[config.mk]
export PLATFORM = sky130hd
export DESIGN_NAME = pipe_hazard_ctrl
export DESIGN_NICKNAME = d
export VERILOG_FILES = /design/src/rtl/pipe_hazard_ctrl.sv
export SDC_FILE = /design/constraint.sdc
export NUM_CORES = 1
export LEC_CHECK = 0
export ABC_AREA = 1
export BUFFER_PORTS_ARGS = -buffer_cell sky130_fd_sc_hd__buf_2
export CAP_MARGIN = 5
export CORE_UTILIZATION = 49
export CTS_CLUSTER_SIZE = 14
export DETAILED_ROUTE_END_ITERATION = 8
export PLACE_DENSITY_LB_ADDON = 0.2
export SETUP_SLACK_MARGIN = 0.5
export SYNTH_ARGS = -nofsm -noshare
export SYNTH_HDL_FRONTEND = slang
export SYNTH_SLANG_ARGS = --single-unit
export TNS_END_PERCENT = 20
[constraint.sdc]
create_clock -name clk -period 1.6 [get_ports clk]
set_input_delay 0.32 -clock clk [delete_from_list [all_inputs] [get_ports clk]]
set_output_delay 0.32 -clock clk [all_outputs]
set_load 0.02 [all_outputs]
[src/rtl/pipe_hazard_ctrl.sv]
// pipe_hazard_ctrl: central stall/flush controller for the 5-stage pipeline.
// Handles load-use hazards, EX-resolved taken branches, data-memory waits
// with a timeout, and the halt drain sequence.
// Optional build macro PIPE_PERF_CNT_EN adds saturating stall/flush
// cycle counters (stall_cnt, flush_cnt).
//
// state    | meaning
// ---------+-----------------------------------------------------------
// RUN      | normal issue; hazards/branches/halt evaluated by priority
// MEM_WAIT | data memory busy; whole pipe frozen, timeout counting
// DRAIN    | halt seen in EX; front end flushed while older ops retire
// HALTED   | pipeline drained; everything held until reset
module pipe_hazard_ctrl #(
  parameter int HALT_DRAIN  = 3,
  parameter int MEM_TIMEOUT = 15,
  parameter int CNT_W       = 4
) (
  input  logic       clk,
  input  logic       rst,
  input  logic [3:0] src0_addr_ID,
  input  logic [3:0] src1_addr_ID,
  input  logic       src0_use_ID,
  input  logic       src1_use_ID,
  input  logic       re_mem_EX,
  input  logic [3:0] dst_addr_EX,
  input  logic       br_taken_EX,
  input  logic       hlt_EX,
  input  logic       mem_busy,
  output logic       stall_pc,
  output logic       stall_IF_ID,
  output logic       stall_ID_EX,
  output logic       stall_EX_MEM,
  output logic       flush_IF_ID,
  output logic       flush_ID_EX,
  output logic       halted,
  output logic       mem_err
`ifdef PIPE_PERF_CNT_EN
  ,
  output logic [15:0] stall_cnt,
  output logic [15:0] flush_cnt
`endif
);

  typedef enum logic [1:0] {RUN, MEM_WAIT, DRAIN, HALTED} state_t;

  localparam logic [CNT_W-1:0] ONE_C     = CNT_W'(1);
  localparam logic [CNT_W-1:0] TIMEOUT_C = CNT_W'(MEM_TIMEOUT);
  localparam logic [CNT_W-1:0] DRAIN_C   = CNT_W'(HALT_DRAIN);

  state_t           state;
  logic [CNT_W-1:0] cnt;
  logic [CNT_W-1:0] cnt_inc;
  logic [CNT_W-1:0] cnt_sat;
  logic             load_use;

  // Register 0 is hardwired, so a load targeting it never creates a hazard.
  assign load_use = re_mem_EX && (dst_addr_EX != 4'd0) &&
                    ((src0_use_ID && (src0_addr_ID == dst_addr_EX)) ||
                     (src1_use_ID && (src1_addr_ID == dst_addr_EX)));

  assign cnt_inc = cnt + ONE_C;
  assign cnt_sat = (cnt >= TIMEOUT_C) ? TIMEOUT_C : cnt_inc;

  // Per-stage stall/flush controls, combinational so they act on this edge.
  always_comb begin
    stall_pc     = 1'b0;
    stall_IF_ID  = 1'b0;
    stall_ID_EX  = 1'b0;
    stall_EX_MEM = 1'b0;
    flush_IF_ID  = 1'b0;
    flush_ID_EX  = 1'b0;
    case (state)
      RUN: begin
        if (mem_busy) begin
          stall_pc     = 1'b1;
          stall_IF_ID  = 1'b1;
          stall_ID_EX  = 1'b1;
          stall_EX_MEM = 1'b1;
        end else if (hlt_EX) begin
          stall_pc    = 1'b1;
          flush_IF_ID = 1'b1;
          flush_ID_EX = 1'b1;
        end else if (br_taken_EX) begin
          flush_IF_ID = 1'b1;
          flush_ID_EX = 1'b1;
        end else if (load_use) begin
          stall_pc    = 1'b1;
          stall_IF_ID = 1'b1;
          flush_ID_EX = 1'b1;
        end
      end
      MEM_WAIT: begin
        stall_pc     = mem_busy;
        stall_IF_ID  = mem_busy;
        stall_ID_EX  = mem_busy;
        stall_EX_MEM = mem_busy;
      end
      DRAIN: begin
        stall_pc     = 1'b1;
        flush_IF_ID  = 1'b1;
        flush_ID_EX  = 1'b1;
        stall_EX_MEM = mem_busy;
      end
      HALTED: begin
        stall_pc     = 1'b1;
        stall_IF_ID  = 1'b1;
        stall_ID_EX  = 1'b1;
        stall_EX_MEM = 1'b1;
      end
      default: ;
    endcase
  end

  // Sequencing FSM with shared timeout/drain counter and sticky flags.
  always_ff @(posedge clk or posedge rst) begin
    if (rst) begin
      state   <= RUN;
      cnt     <= '0;
      halted  <= 1'b0;
      mem_err <= 1'b0;
    end else begin
      case (state)
        RUN: begin
          if (mem_busy) begin
            state <= MEM_WAIT;
            cnt   <= ONE_C;
            if (MEM_TIMEOUT <= 1) mem_err <= 1'b1;
          end else if (hlt_EX) begin
            cnt <= ONE_C;
            if (HALT_DRAIN <= 1) begin
              state  <= HALTED;
              halted <= 1'b1;
            end else begin
              state <= DRAIN;
            end
          end
        end
        MEM_WAIT: begin
          if (mem_busy) begin
            cnt <= cnt_sat;
            if (cnt_sat == TIMEOUT_C) mem_err <= 1'b1;
          end else begin
            state <= RUN;
            cnt   <= '0;
          end
        end
        DRAIN: begin
          // A busy memory freezes EX/MEM, so the drain clock pauses with it.
          if (!mem_busy) begin
            cnt <= cnt_inc;
            if (cnt_inc >= DRAIN_C) begin
              state  <= HALTED;
              halted <= 1'b1;
            end
          end
        end
        HALTED: ;
        default: state <= RUN;
      endcase
    end
  end

`ifdef PIPE_PERF_CNT_EN
  // Saturating counts of PC-stall cycles and ID/EX-flush cycles.
  always_ff @(posedge clk or posedge rst) begin
    if (rst) begin
      stall_cnt <= '0;
      flush_cnt <= '0;
    end else begin
      if (stall_pc && (stall_cnt != 16'hFFFF)) stall_cnt <= stall_cnt + 16'd1;
      if (flush_ID_EX && (flush_cnt != 16'hFFFF)) flush_cnt <= flush_cnt + 16'd1;
    end
  end
`endif

endmodule
* Word level (Yosys, flattened, before mapping)
Index checks and enable logic that the tools add are counted.
Word-level totals: register bits after elaboration 8, bits of input ports 20, output and inout bits 8, logic and storage cells 63
Operators by class: $add $sub $neg 1, order comparisons 2, equality and inequality tests 10, muxes and demuxes 31, bitwise gates (word level) 1, reduce and logical (&&, ||, !) cells 14
Operator list (count):
- 4-bit 2-to-1 mux | 5
- 1-bit 2-to-1 mux | 13
- 1-bit case mux with 3 select lines | 4
- 4-bit case mux with 3 select lines | 1
- 2-bit 2-to-1 mux | 5
- 3-bit AND reduction | 3
- 4-bit == test | 2
- 2-bit inequality test (second input constant) | 3
- 2-bit case mux with 3 select lines | 1
- 5-bit AND reduction | 1
- 4-bit by 1-bit adder with 4-bit output (second input constant) | 1
- 2-bit == test (second input constant) | 2
- 4-bit == test (second input constant) | 1
- 4-bit by 2-bit greater-or-equal comparator with 1-bit output (second input constant) | 1
- 4-bit greater-or-equal comparator (second input constant) | 1
- 1-bit logical AND | 4
- 1-bit case mux with 2 select lines | 2
- 4-bit nonzero test | 1
- 2-bit OR reduction | 2
- 3-bit inequality test (second input constant) | 1
- 3-bit nonzero test | 1
- 2-bit by 1-bit == test with 1-bit output (second input constant) | 1
- 2-bit logical NOT | 1
- 1-bit logical OR | 1
- 1-bit NOT | 1

* Logic depth before layout (Yosys ltp)
Gate-level depths: netlist of the first run.
depth after elaboration 9, depth in mapped cells 10, depth with buffers taken out 10

* Worst setup path before layout of the first run
Ideal clock, no wire load.
path kind reg2out, start point register state[1], end point output flush_ID_EX, arrival 1.602 ns, data required time 1.280 ns, slack -0.322 ns, cell stages (with the launch flop) 6, buffers on the path 0, cells stage by stage dfrtp_1 inv_1 ha_1 nand2_1 o21ai_0 o21bai_1
Between the ends: cells in the longest elaborated chain, start to end 2, elaborated cells between the ends (all ways) 3, those cells by class 1 x eq/ne; 1 x mux; 1 x reduce/logical
Ends and longest elaborated chain:
- start: declaration | line 50 | state_t state;
- start signal: assignment | line 117 | state <= RUN;
- start signal: assignment | line 125 | state <= MEM_WAIT;
- start signal: assignment | line 131 | state <= HALTED;
- 2-bit == test or 2-bit logical NOT (tied branches) | line 72 | case (state)
- 1-bit case mux with 2 select lines (*) | line 72
- end: declaration | line 34 | output logic flush_ID_EX,
Every way passes the cells marked *; elsewhere a longest branch is shown, timed or not.

* Worst setup path after layout of the first run
start point register state[1], end point output stall_pc
Between the ends: cells in the longest elaborated chain, start to end 3, elaborated cells between the ends (all ways) 6, those cells by class 3 x eq/ne; 1 x mux; 2 x reduce/logical
Ends and longest elaborated chain:
- 2-bit == test | line 72
- 2-bit OR reduction (no line)
- 1-bit case mux with 3 select lines (*) | line 72
- end: declaration | line 29 | output logic stall_pc,
Marked as above.

==> metrics.md, run 1 <==
| Metric | Value |
|---|---|
| Outcome | finished with violations |
| Failing checks | setup timing |
| Fin worst setup slack | -0.2008 ns |
| VDD IR-drop max | between 0.0004 and 0.0005 V |
| Sw Pwr | 0.0001220 W |
| Synthesis Warnings | 0 |
| Synthesized flop and latch total | 8 |
| Final GP Congestion | roughly 0.90 |
| IO Count | 28 |
| P&R area growth vs syn | 68.65% |
| FMAX | around 560 MHz |
| Drt pass-1 iters | 5 |
| Layout cell share with drive strength beyond 1 | 0.6024 |
| Count leader, synth | nand2_1 |
| Synth area leaders | dfrtp_1, nand2_1, ha_1, inv_1, o21ai_0 |
| Part of the power in registers | 0.444 |
| Clk sinks | 8 |
| RSZ-0062 raised after global routing | true |
| Avg WL per Cell | about 14 um |
| Mapped Area | ~820 um^2 |
| Largest stage delay, worst path | about 0.44 ns |
| Placed Cells | 169 |
| Worst hold path type | input port to async pin |
| Drt drc | 0 |
| Sequential element share of the synthesized area | 0.2446 |
| Starting Density | 0.5308 |
| Critical Path RT | about 1.3 ns |
| Final Hold Vio Count | 0 |
| CTS buffer count | 3 |
| Chip Height | approximately 43 um |
| Vias per cell | between 5 and 6 |
| Switching Fraction | 0.2673 |
| Most used cell, CP | inv_4 |
| Clk pwr share | 0.333 |
| Cells after Synth | around 120 |
| Routed vias | 1000 |
| Startpoint types | flip-flop |
| Pwr dens | 330.8 mW/mm^2 |
| Hpwl dp | about 1600 um |
| Final WL | approximately 2600 um |
| Reg clk slew, reported paths | around 0.05 ns |
| Critical Path, Cell by Cell | inv_4 > ha_4 > nand2_4 > inv_4 > nor4_4 > a21oi_2 > buf_4 |
| Final Cycle Share | 1.125 |
| CP endpoint kind | output port |
| Port bufs | 27 |
| Initial antenna violation count | 0 |
| Row count | 14 |
| Global Route Usage Sum | 0.2491 |
| Die width | 42.87 um |
| Async SR Flop Fraction | 1.000 |
| Number of synthesized flops with an enable pin | 0 |
| Arrival time worst endpoint | 1.48 ns |
| # nets final | roughly 190 |
| Clock Skew | ~0.0045 ns |
| Vias in the first global route | 840 |
| Fin cells | around 180 |
| Remaining global-route overflow | 0 |
| Synth top area share | 0.2446 |
| Most common flop cell mapped by yosys | dfrtp_1 |
| Slowest cell on crit path | dfrtp_2 |
| Tmin final | about 1.8 ns |
| Worst slew pin tran | a little over 0.3 ns |
| Synth unique cells | 26 |
| Initial DRC Count | 36 |
| Root Buffer | clkbuf_4 |
| Final ANT Viol Nets | 0 |
| Mapped Avg Cell Area | roughly 6.6 um^2 |
| Synth cell count leaders | nand2_1, inv_1, nor2_1 |
| Setup Crit Path Kind | flip-flop to output port |
| Fillers | 77 |
| Int Pwr | 0.0003345 W |
| Leading area contributor after synthesis | dfrtp_1 |
| Clock Latency Late Sink | roughly 0.26 ns |
| Largest net degree at the start of global routing | 9 |
| Crit path max fanout | 4 |
| Combinational share of power | 0.223 |
| Pleak | about 0.68 nW |
| Slew Limit Fails | 0 |
| CTS tree | yes |
| First-pass GRT wire length | 3436 um |
| Max-cap violations | 0 |
| Endpoints failing setup | 5 |
| Die area | approximately 0.0018 mm^2 |
| Final hold slack | between 0.002 and 0.0025 ns |
| Placeable core region | between 0.0015 and 0.002 mm^2 |
| Clock Path Buffers | 2 |
| Slew HR | 0.7934 |
| Syn Nets | 150 |
| Htree depth | 1 |
| Antenna cells | 0 |
## worst paths after layout
path	start	cells after the start	slack [ns]	endpoint
worst max-delay path	state[1]	7	-0.20	stall_pc
worst min-delay path	rst	2	0.002	cnt[3]
worst max register to register	state[0]	8	0.12	cnt[2]
worst min register to register	mem_err	1	0.50	mem_err
max in group asynchronous	rst	2	1.34	state[0]
min in group clk	mem_err	1	0.50	mem_err
## registers in the layout, indices dropped and copies added (netlist names)
| signal | cells |
|---|---|
| cnt | 4 |
| state | 2 |
| halted | 1 |
| mem_err | 1 |
## cells in the final DEF, fill, tap and decap left out, drive strengths merged
master  synthesis  layout
nand4           1       1
and2            1       1
o21ai          12      12
xnor2           2       2
nand2          34      34
a41o            1       1
clkbuf          0       3
nor2           15      15
nand3           6       6
xor2            1       1
o21bai          2       2
ha              6       6
buf             0      39
a21boi          1       1
a21oi           5       5
nor4            1       1
a32o            1       1
inv            25      25
nor3            1       1
dfrtp           8       8
a22oi           1       1
## layout make-up
cell class                      count  area [um^2]  share of cell area
Tap cell                           16        20.02             0.01451
Multi-Input combinational cell     91        732.0              0.5304
Timing Repair Buffer               39        290.3              0.2103
Clock buffer                        3        22.52             0.01632
Sequential cell                     8        206.4              0.1496
Inverter                           25        108.9             0.07888
## per-stage QoR
step | util | total power (W) | setup slack, ns | TNS (ns) | area, um^2
after floorplan | - | 0.0002468 | 0.1437 | 0 | 877.1
after CTS | 0.7541 | 0.0004399 | -0.2010 | -0.6566 | 1162
after detailed placement | 0.6794 | 0.0002837 | -0.06561 | -0.06561 | 1047
after global routing | 0.8953 | 0.0004806 | -0.2459 | -0.8243 | 1380
final | 0.8953 | 0.0004565 | -0.2008 | -0.5851 | 1380
after global placement | 0.6794 | 0.0002808 | -0.02914 | -0.02914 | 1047
## power groups by stage
stage | clock (W) | sequential [W] | combinational [W]
after floorplan | 0 | 0.000206 | 0.0000408
after global placement | 0 | 0.000206 | 0.0000747
after detailed placement | 0 | 0.000206 | 0.0000777
after CTS | 0.000159 | 0.000203 | 0.0000788
after global routing | 0.000166 | 0.000202 | 0.000113
final | 0.000152 | 0.000203 | 0.000102
## metal layers
layer / global-route usage / wire (um) / vias to the layer above
met2: 0.4576 / 1406 / 47
met4: 0.05000 / 80 / 0
li1: - / - / 479
met5: 0 / 0 / -
met1: 0.2842 / 951 / 463
met3: 0.06809 / 132 / 11
## cells by family (layout without fill, tap and decap cells)
family	Yosys count	after routing	share of synthesized area
AO/OA/AOI/OAI	23	23	0.1743
AND/OR/NAND/NOR	59	59	0.3333
XOR/XNOR	3	3	0.04129
buffers and inverters	25	67	0.1147
adder cells (fa/ha/maj)	6	6	0.09174
flip-flops	8	8	0.2446
## timing repair
item                                    in CTS  in global routing
endpoints found under the hold margin        0                  0
setup buffers                                4                  6
resized for setup                           18                 52
pin swaps                                   15                 21
hold buffers                                 0                  0
endpoints found under the setup margin      15                 16
## worst max-delay path: cells and delay by family (launching register included)
family                   cells  cell delay (ns)
AO/OA/AOI/OAI                1             0.05
flip-flops                   1             0.44
buffers and inverters        3             0.28
AND/OR/NAND/NOR              2             0.30
adder cells (fa/ha/maj)      1             0.16
Note: power is estimated with default switching activity, not from simulation.
==> inputs of run 2 (changes only) <==
==> constraint.sdc (replaced) <==
create_clock -name clk -period 1.8 [get_ports clk]
set_input_delay 0.36 -clock clk [delete_from_list [all_inputs] [get_ports clk]]
set_output_delay 0.36 -clock clk [all_outputs]
set_load 0.02 [all_outputs]
==> run 2 against run 1 <==
  * The flow still finishes with violations (setup timing)
  * Count of clock-buffer cells in the layout did not move
  * Critical path type unchanged
  * Design area fell by 6.5%
  * Global-route usage rose by 1.2 points
==> metrics.md, run 2 (synthesized netlist as in run 1, its figures left out) <==
| Metric | Value |
|---|---|
| Outcome | finished with violations (unchanged) |
| Failing checks | setup timing (unchanged) |
| Setup slack, reg-to-reg | 0.32 ns (was 0.12 ns) |
| Drt drc | 0 (unchanged) |
| Slew Limit Fails | 0 (unchanged) |
| GR Layer Usage met2 | 0.4909 (was 0.4576) |
| Top Usage Layer GRT | met2 (unchanged) |
| Row count | 14 (unchanged) |
| Met3 GRT Util | 0.07234 (was 0.06809) |
| Reg clk slew, reported paths | 0.06 ns (was 0.05 ns) |
| Startpoint types | flip-flop (unchanged) |
| Htree depth | 1 (unchanged) |
| Crit path max fanout | 4 (unchanged) |
| Fin worst setup slack | -0.02343 ns (was -0.2008 ns) |
| Reg2reg path depth | 8 (unchanged) |
| CTS tree | yes (unchanged) |
| Final ANT Viol Nets | 0 (unchanged) |
| Hpwl dp | 1633 um (was 1608 um) |
| Starting Density | 0.5308 (unchanged) |
| Chip Height | 42.87 um (unchanged) |
| Commonest cells after routing, fill and taps aside | nand2_1, buf_2, inv_1, inv_2, nand2_2 (was nand2_1, buf_2, buf_4, inv_1, nand2_2) |
| Regs by FF count | cnt x4, state x2 (unchanged) |
| First-pass GRT wire length | 3684 um (was 3436 um) |
| Initial antenna violation count | 0 (unchanged) |
| Vias per cell | 5.571 (was 5.495) |
| Layout cell share with drive strength beyond 1 | 0.5660 (was 0.6024) |
| # nets final | 187 (was 194) |
| Clock Latency Late Sink | 0.26 ns (about the same) |
| Vias in the first global route | 901 (was 840) |
| Reg-to-Reg Start | state[0] (unchanged) |
| Most common cell after layout, fill and taps aside | nand2_1 (unchanged) |
| Power, Total | 0.0004032 W (was 0.0004565 W) |
| Critical Path RT | 1.44 ns (was 1.28 ns) |
| Final WL | 2536 um (was 2571 um) |
| Total negative slack | -0.04390 ns (was -0.5851 ns) |
| Slew HR | 0.7868 (was 0.7934) |
| Clock Skew | 0.01333 ns (was 0.004481 ns) |
| RSZ-0062 raised after global routing | true (unchanged) |
| M1 GR Usage | 0.2869 (was 0.2842) |
| FMAX | ~550 MHz |
| Remaining global-route overflow | 0 (unchanged) |
| Tmin final | 1.823 ns |
| IO Count | 28 (unchanged) |
| Placeable core region | 0.001541 mm^2 (unchanged) |
| Die width | 42.87 um (unchanged) |
| Pwr dens | 312.5 mW/mm^2 (was 330.8 mW/mm^2) |
| Fillers | 93 (was 77) |
| Biggest register | cnt (unchanged) |
| Clock Path Buffers | 2 (unchanged) |
| Routed vias | 975 (was 1000) |
| Global Route Usage Sum | 0.2615 (was 0.2491) |
| CP endpoint kind | output port (unchanged) |
| Max-cap violations | 0 (unchanged) |
| Worst slew pin tran | 0.3194 ns (was 0.3096 ns) |
| Root Buffer | clkbuf_4 (unchanged) |
| Pleak | 0.6383 nW (was 0.6796 nW) |
| Initial DRC Count | 25 (was 36) |
| CTS buffer count | 3 (unchanged) |
| Final Hold Vio Count | 0 (unchanged) |
| Drt pass-1 iters | 4 (was 5) |
| Setup Crit Path Kind | flip-flop to output port (unchanged) |
| Avg WL per Cell | 14.49 um (was 14.13 um) |
| Antenna cells | 0 (unchanged) |
| Port bufs | 27 (unchanged) |
| Endpoints failing setup | 2 (was 5) |
| VDD IR-drop max | 0.0004445 V (was 0.0004015 V) |
| CTS Hold Buffers Added | 0 (unchanged) |
| Clk sinks | 8 (unchanged) |
| P&R area growth vs syn | 57.65% (was 68.65%) |
| Worst hold path type | input port to async pin (unchanged) |
| Max FFs per register | 4 (unchanged) |
| Final Cycle Share | 1.013 |
| Final GP Congestion | 0.8839 (was 0.8955) |
| Arrival time worst endpoint | 1.46 ns (was 1.48 ns) |
| Die area | 0.001837 mm^2 (unchanged) |
| R2R Path End | cnt[2] (unchanged) |
| Largest net degree at the start of global routing | 9 (unchanged) |
[run 2: cell count changes in the layout (fill, tap and decap cells not counted), sizes merged]
cell | before | now
buf | 39 | 32
[run 2: power breakdown]
group	leakage [nW]	switching (W)	total, W	internal [W]
registers	0.0869	0	0.000180	0.000180
clock network	0.0138	0.0000604	0.000137	0.0000763
logic	0.538	0.0000478	0.0000865	0.0000386
[run 2: critical path, stage by stage, from the launching register on]
cell	delay, ns
dfrtp_1	0.42
inv_2	0.13
ha_4	0.17
nand2_4	0.08
o21ai_4	0.14
o21bai_4	0.14
buf_6	0.13
[run 2: what timing repair did]
action | 4_1_cts | 5_1_grt
setup buffers | 4 | 0
gates resized for setup | 23 | 33
pin swaps | 14 | 17
setup endpoints to repair | 14 | 14
[run 2: per-layer routing]
layer,up-vias,share of wire
met5,-,0
met4,0,0.034
met3,12,0.043
met2,39,0.56
met1,458,0.37
li1,466,-
[run 2: worst max-delay path by stage]
stage	start	slack, ns	to
2_1_floorplan	state[0]	0.30	flush_ID_EX
3_3_place_gp	dst_addr_EX[1]	0.07	stall_IF_ID
3_5_place_dp	dst_addr_EX[1]	0.03	stall_IF_ID
4_1_cts	state[1]	-0.03	stall_pc
5_1_grt	state[1]	-0.10	stall_pc
6_report	state[0]	-0.02	flush_ID_EX
[run 2: cell type report]
cell class | instances | area (um^2) | share of cell area
well taps | 16 | 20.02 | 0.01552
repair buffers | 32 | 230.2 | 0.1785
inverters | 25 | 101.3 | 0.07856
clock buffers | 3 | 22.52 | 0.01746
flip-flops and latches | 8 | 205.2 | 0.1591
multi-input cells | 91 | 710.7 | 0.5509
[run 2: metrics by stage]
stage                     worst slack, ns  instances  hold WS [ns]    util  area, um^2
after CTS                        -0.02770        175       0.04749  0.7606        1172
after global placement            0.06710        168        0.2982  0.6794        1047
final                            -0.02343        175       0.03916  0.8369        1290
after floorplan                    0.2998        124        0.1757       -       884.6
after global routing              -0.1029        175       0.06126  0.8369        1290
after detailed placement          0.02787        168        0.3122  0.6794        1047
==> inputs of run 3 (changes only) <==
--- a/config.mk
+++ b/config.mk
@@ -9,6 +9,7 @@
 export BUFFER_PORTS_ARGS = -buffer_cell sky130_fd_sc_hd__buf_2
 export CAP_MARGIN = 5
 export CORE_UTILIZATION = 49
+export CTS_CLUSTER_DIAMETER = 80
 export CTS_CLUSTER_SIZE = 14
 export DETAILED_ROUTE_END_ITERATION = 8
 export PLACE_DENSITY_LB_ADDON = 0.2
==> constraint.sdc (replaced) <==
create_clock -name clk -period 1.9 [get_ports clk]
set_input_delay 0.38 -clock clk [delete_from_list [all_inputs] [get_ports clk]]
set_output_delay 0.38 -clock clk [all_outputs]
set_load 0.02 [all_outputs]
==> run 3 against run 2 <==
  * The run now ends clean
  * Critical path depth decreased by 1
  * Core utilization down 7.4 points
  * Clock skew shrank 0.0014 ns
  * Sequential power fell by 5%
  * First-iteration DRC count increased by 88%
  * Sequential share of layout area increased by 1.2 points
  * Hold slack gained 0.0099 ns
  * Sequential cell count unchanged
  * Register-to-register slack worse by 0.02 ns
  * Largest power group unchanged
  * Highest routed layer unchanged
==> metrics.md, run 3 (synthesized netlist as in run 1, its figures left out) <==
| Metric | Value |
|---|---|
| Largest net degree at the start of global routing | 9 (unchanged) |
| Placeable core region | 0.001541 mm^2 (unchanged) |
| Endpoints failing setup | 0 (was 2) |
| CP endpoint kind | output port (unchanged) |
| Root Buffer | clkbuf_4 (unchanged) |
| RSZ-0062 raised after global routing | true (unchanged) |
| Commonest cells after routing, fill and taps aside | nand2_1, buf_2, inv_1, nor2_1, o21ai_0 (was nand2_1, buf_2, inv_1, inv_2, nand2_2) |
| Reg-to-Reg Start | cnt[0] (was state[0]) |
| Initial antenna violation count | 0 (unchanged) |
| Fin cells | 176 (was 175) |
| Final ANT Viol Nets | 0 (unchanged) |
| Max FFs per register | 4 (unchanged) |
| Drt drc | 0 (unchanged) |
| Reg clk slew, reported paths | 0.06 ns (about the same) |
| Critical Path RT | 1.52 ns (was 1.44 ns) |
| Starting Density | 0.5308 (unchanged) |
| Max-cap violations | 0 (unchanged) |
| CTS buffer count | 3 (unchanged) |
| Utilization after layout | 0.7630 (was 0.8369) |
| Power, Total | 0.0003690 W (was 0.0004032 W) |
| Final GP Congestion | 0.8830 (was 0.8839) |
| Worst setup path startpoint | state[1] (was state[0]) |
| Initial DRC Count | 47 (was 25) |
| Largest stage delay, worst path | 0.41 ns (was 0.42 ns) |
| Avg WL per Cell | 12.92 um (was 14.49 um) |
| Placed Cells | 167 (was 168) |
| Slowest cell on crit path | dfrtp_1 (unchanged) |
| Vias per cell | 5.443 (was 5.571) |
| CTS tree | yes (unchanged) |
| # nets final | 188 (was 187) |
| Tmin final | 1.864 ns |
| Drt pass-1 iters | 4 (unchanged) |
| IO Count | 28 (unchanged) |
| Clock Path Buffers | 2 (unchanged) |
| First-pass GRT wire length | 3643 um (was 3684 um) |
| Clock Latency Late Sink | 0.26 ns (about the same) |
| Outcome | finished clean (was finished with violations) |
| Final Cycle Share | 0.9808 |
| Final Hold Vio Count | 0 (unchanged) |
| Pleak | 0.6326 nW (was 0.6383 nW) |
| Vias in the first global route | 925 (was 901) |
| Hpwl dp | 1649 um (was 1633 um) |
| Pwr dens | 313.8 mW/mm^2 (was 312.5 mW/mm^2) |
| Most common cell after layout, fill and taps aside | nand2_1 (unchanged) |
| Htree depth | 1 (unchanged) |
| Row count | 14 (unchanged) |
| Chip Height | 42.87 um (unchanged) |
| Antenna cells | 0 (unchanged) |
| Arrival time worst endpoint | 1.48 ns (was 1.46 ns) |
| Worst slew pin tran | 0.2975 ns (was 0.3194 ns) |
| Setup Crit Path Kind | flip-flop to output port (unchanged) |
| Routed vias | 958 (was 975) |
| VDD IR-drop max | 0.0004530 V (was 0.0004445 V) |
| Final hold slack | 0.04904 ns (was 0.03916 ns) |
| Startpoint types | flip-flop (unchanged) |
| Die width | 42.87 um (unchanged) |
| Critical Path, Cell by Cell | buf_6 > ha_4 > nor4_4 > a21oi_2 > buf_4 (was inv_2 > ha_4 > nand2_4 > o21ai_4 > o21bai_4 > buf_6) |
| Port bufs | 27 (unchanged) |
| Clk sinks | 8 (unchanged) |
| Remaining global-route overflow | 0 (unchanged) |
| Die area | 0.001837 mm^2 (unchanged) |
| Clock Skew | 0.01195 ns (was 0.01333 ns) |
| Total negative slack | 0 ns (was -0.04390 ns) |
| Regs by FF count | cnt x4, state x2 (unchanged) |
| Biggest register | cnt (unchanged) |
| Slew Limit Fails | 0 (unchanged) |
| Global Route Usage Sum | 0.2655 (was 0.2615) |
| Final WL | 2274 um (was 2536 um) |
| Setup slack, reg-to-reg | 0.30 ns (was 0.32 ns) |
| Layout cell share with drive strength beyond 1 | 0.4438 (was 0.5660) |
| Worst hold path type | input port to async pin (unchanged) |
| P&R area growth vs syn | 43.73% (was 57.65%) |
| Crit path max fanout | 7 (was 4) |
| Slew HR | 0.8014 (was 0.7868) |
| FMAX | between 500 and 600 MHz |
run 3: final timing paths:
kind | cells past startpoint | end
worst min-delay path | 2 | cnt[0]
max in group asynchronous | 2 | state[0]
worst max register to register | 9 | state[0]
min in group clk | 1 | mem_err
worst min register to register | 1 | mem_err
worst max-delay path | 5 | stall_pc
run 3: through the flow:
stage               setup slack (ns)  area (um^2)
global placement              0.1242         1040
finish                       0.03648         1176
detailed placement           0.09105         1040
floorplan                     0.3798        884.6
global route               -0.005004         1176
CTS                          0.03045         1144
run 3: repair_timing:
action / CTS / global route
setup endpoints to repair: 13 / 14
pin swaps: 5 / 4
hold buffers: 0 / 0
resized for setup: 14 / 6
setup buffers: 4 / 2
run 3: where the power goes:
group          switching (W)  internal [W]  total [W]
Combinational      0.0000381     0.0000280  0.0000661
Clock              0.0000600     0.0000724   0.000132
Sequential                 0      0.000171   0.000171
run 3: routing by layer:
layer / GRT usage / routed length [um] / vias to the layer above / part of all wire
met5: 0 / 0 / - / 0
met4: 0.1500 / 89 / 0 / 0.039
met3: 0.05532 / 155 / 15 / 0.068
met2: 0.4667 / 1196 / 46 / 0.53
met1: 0.2907 / 832 / 431 / 0.37
li1: - / - / 466 / -
run 3: worst max-delay path: cells and delay by family, from the launching register on:
| kind | cells | cell delay [ns] |
|---|---|---|
| flops | 1 | 0.41 |
| buf+inv | 2 | 0.30 |
| simple gates | 1 | 0.28 |
| fa+ha+maj | 1 | 0.19 |
| compound gates | 1 | 0.05 |
run 3: layout make-up:
type | count | area [um^2]
multi-input combinational | 91 | 631.9
fill | 126 | 365.4
sequential | 8 | 201.4
timing repair buffer | 33 | 198.9
inverter | 25 | 101.3
clock buffer | 3 | 22.52
tap | 16 | 20.02
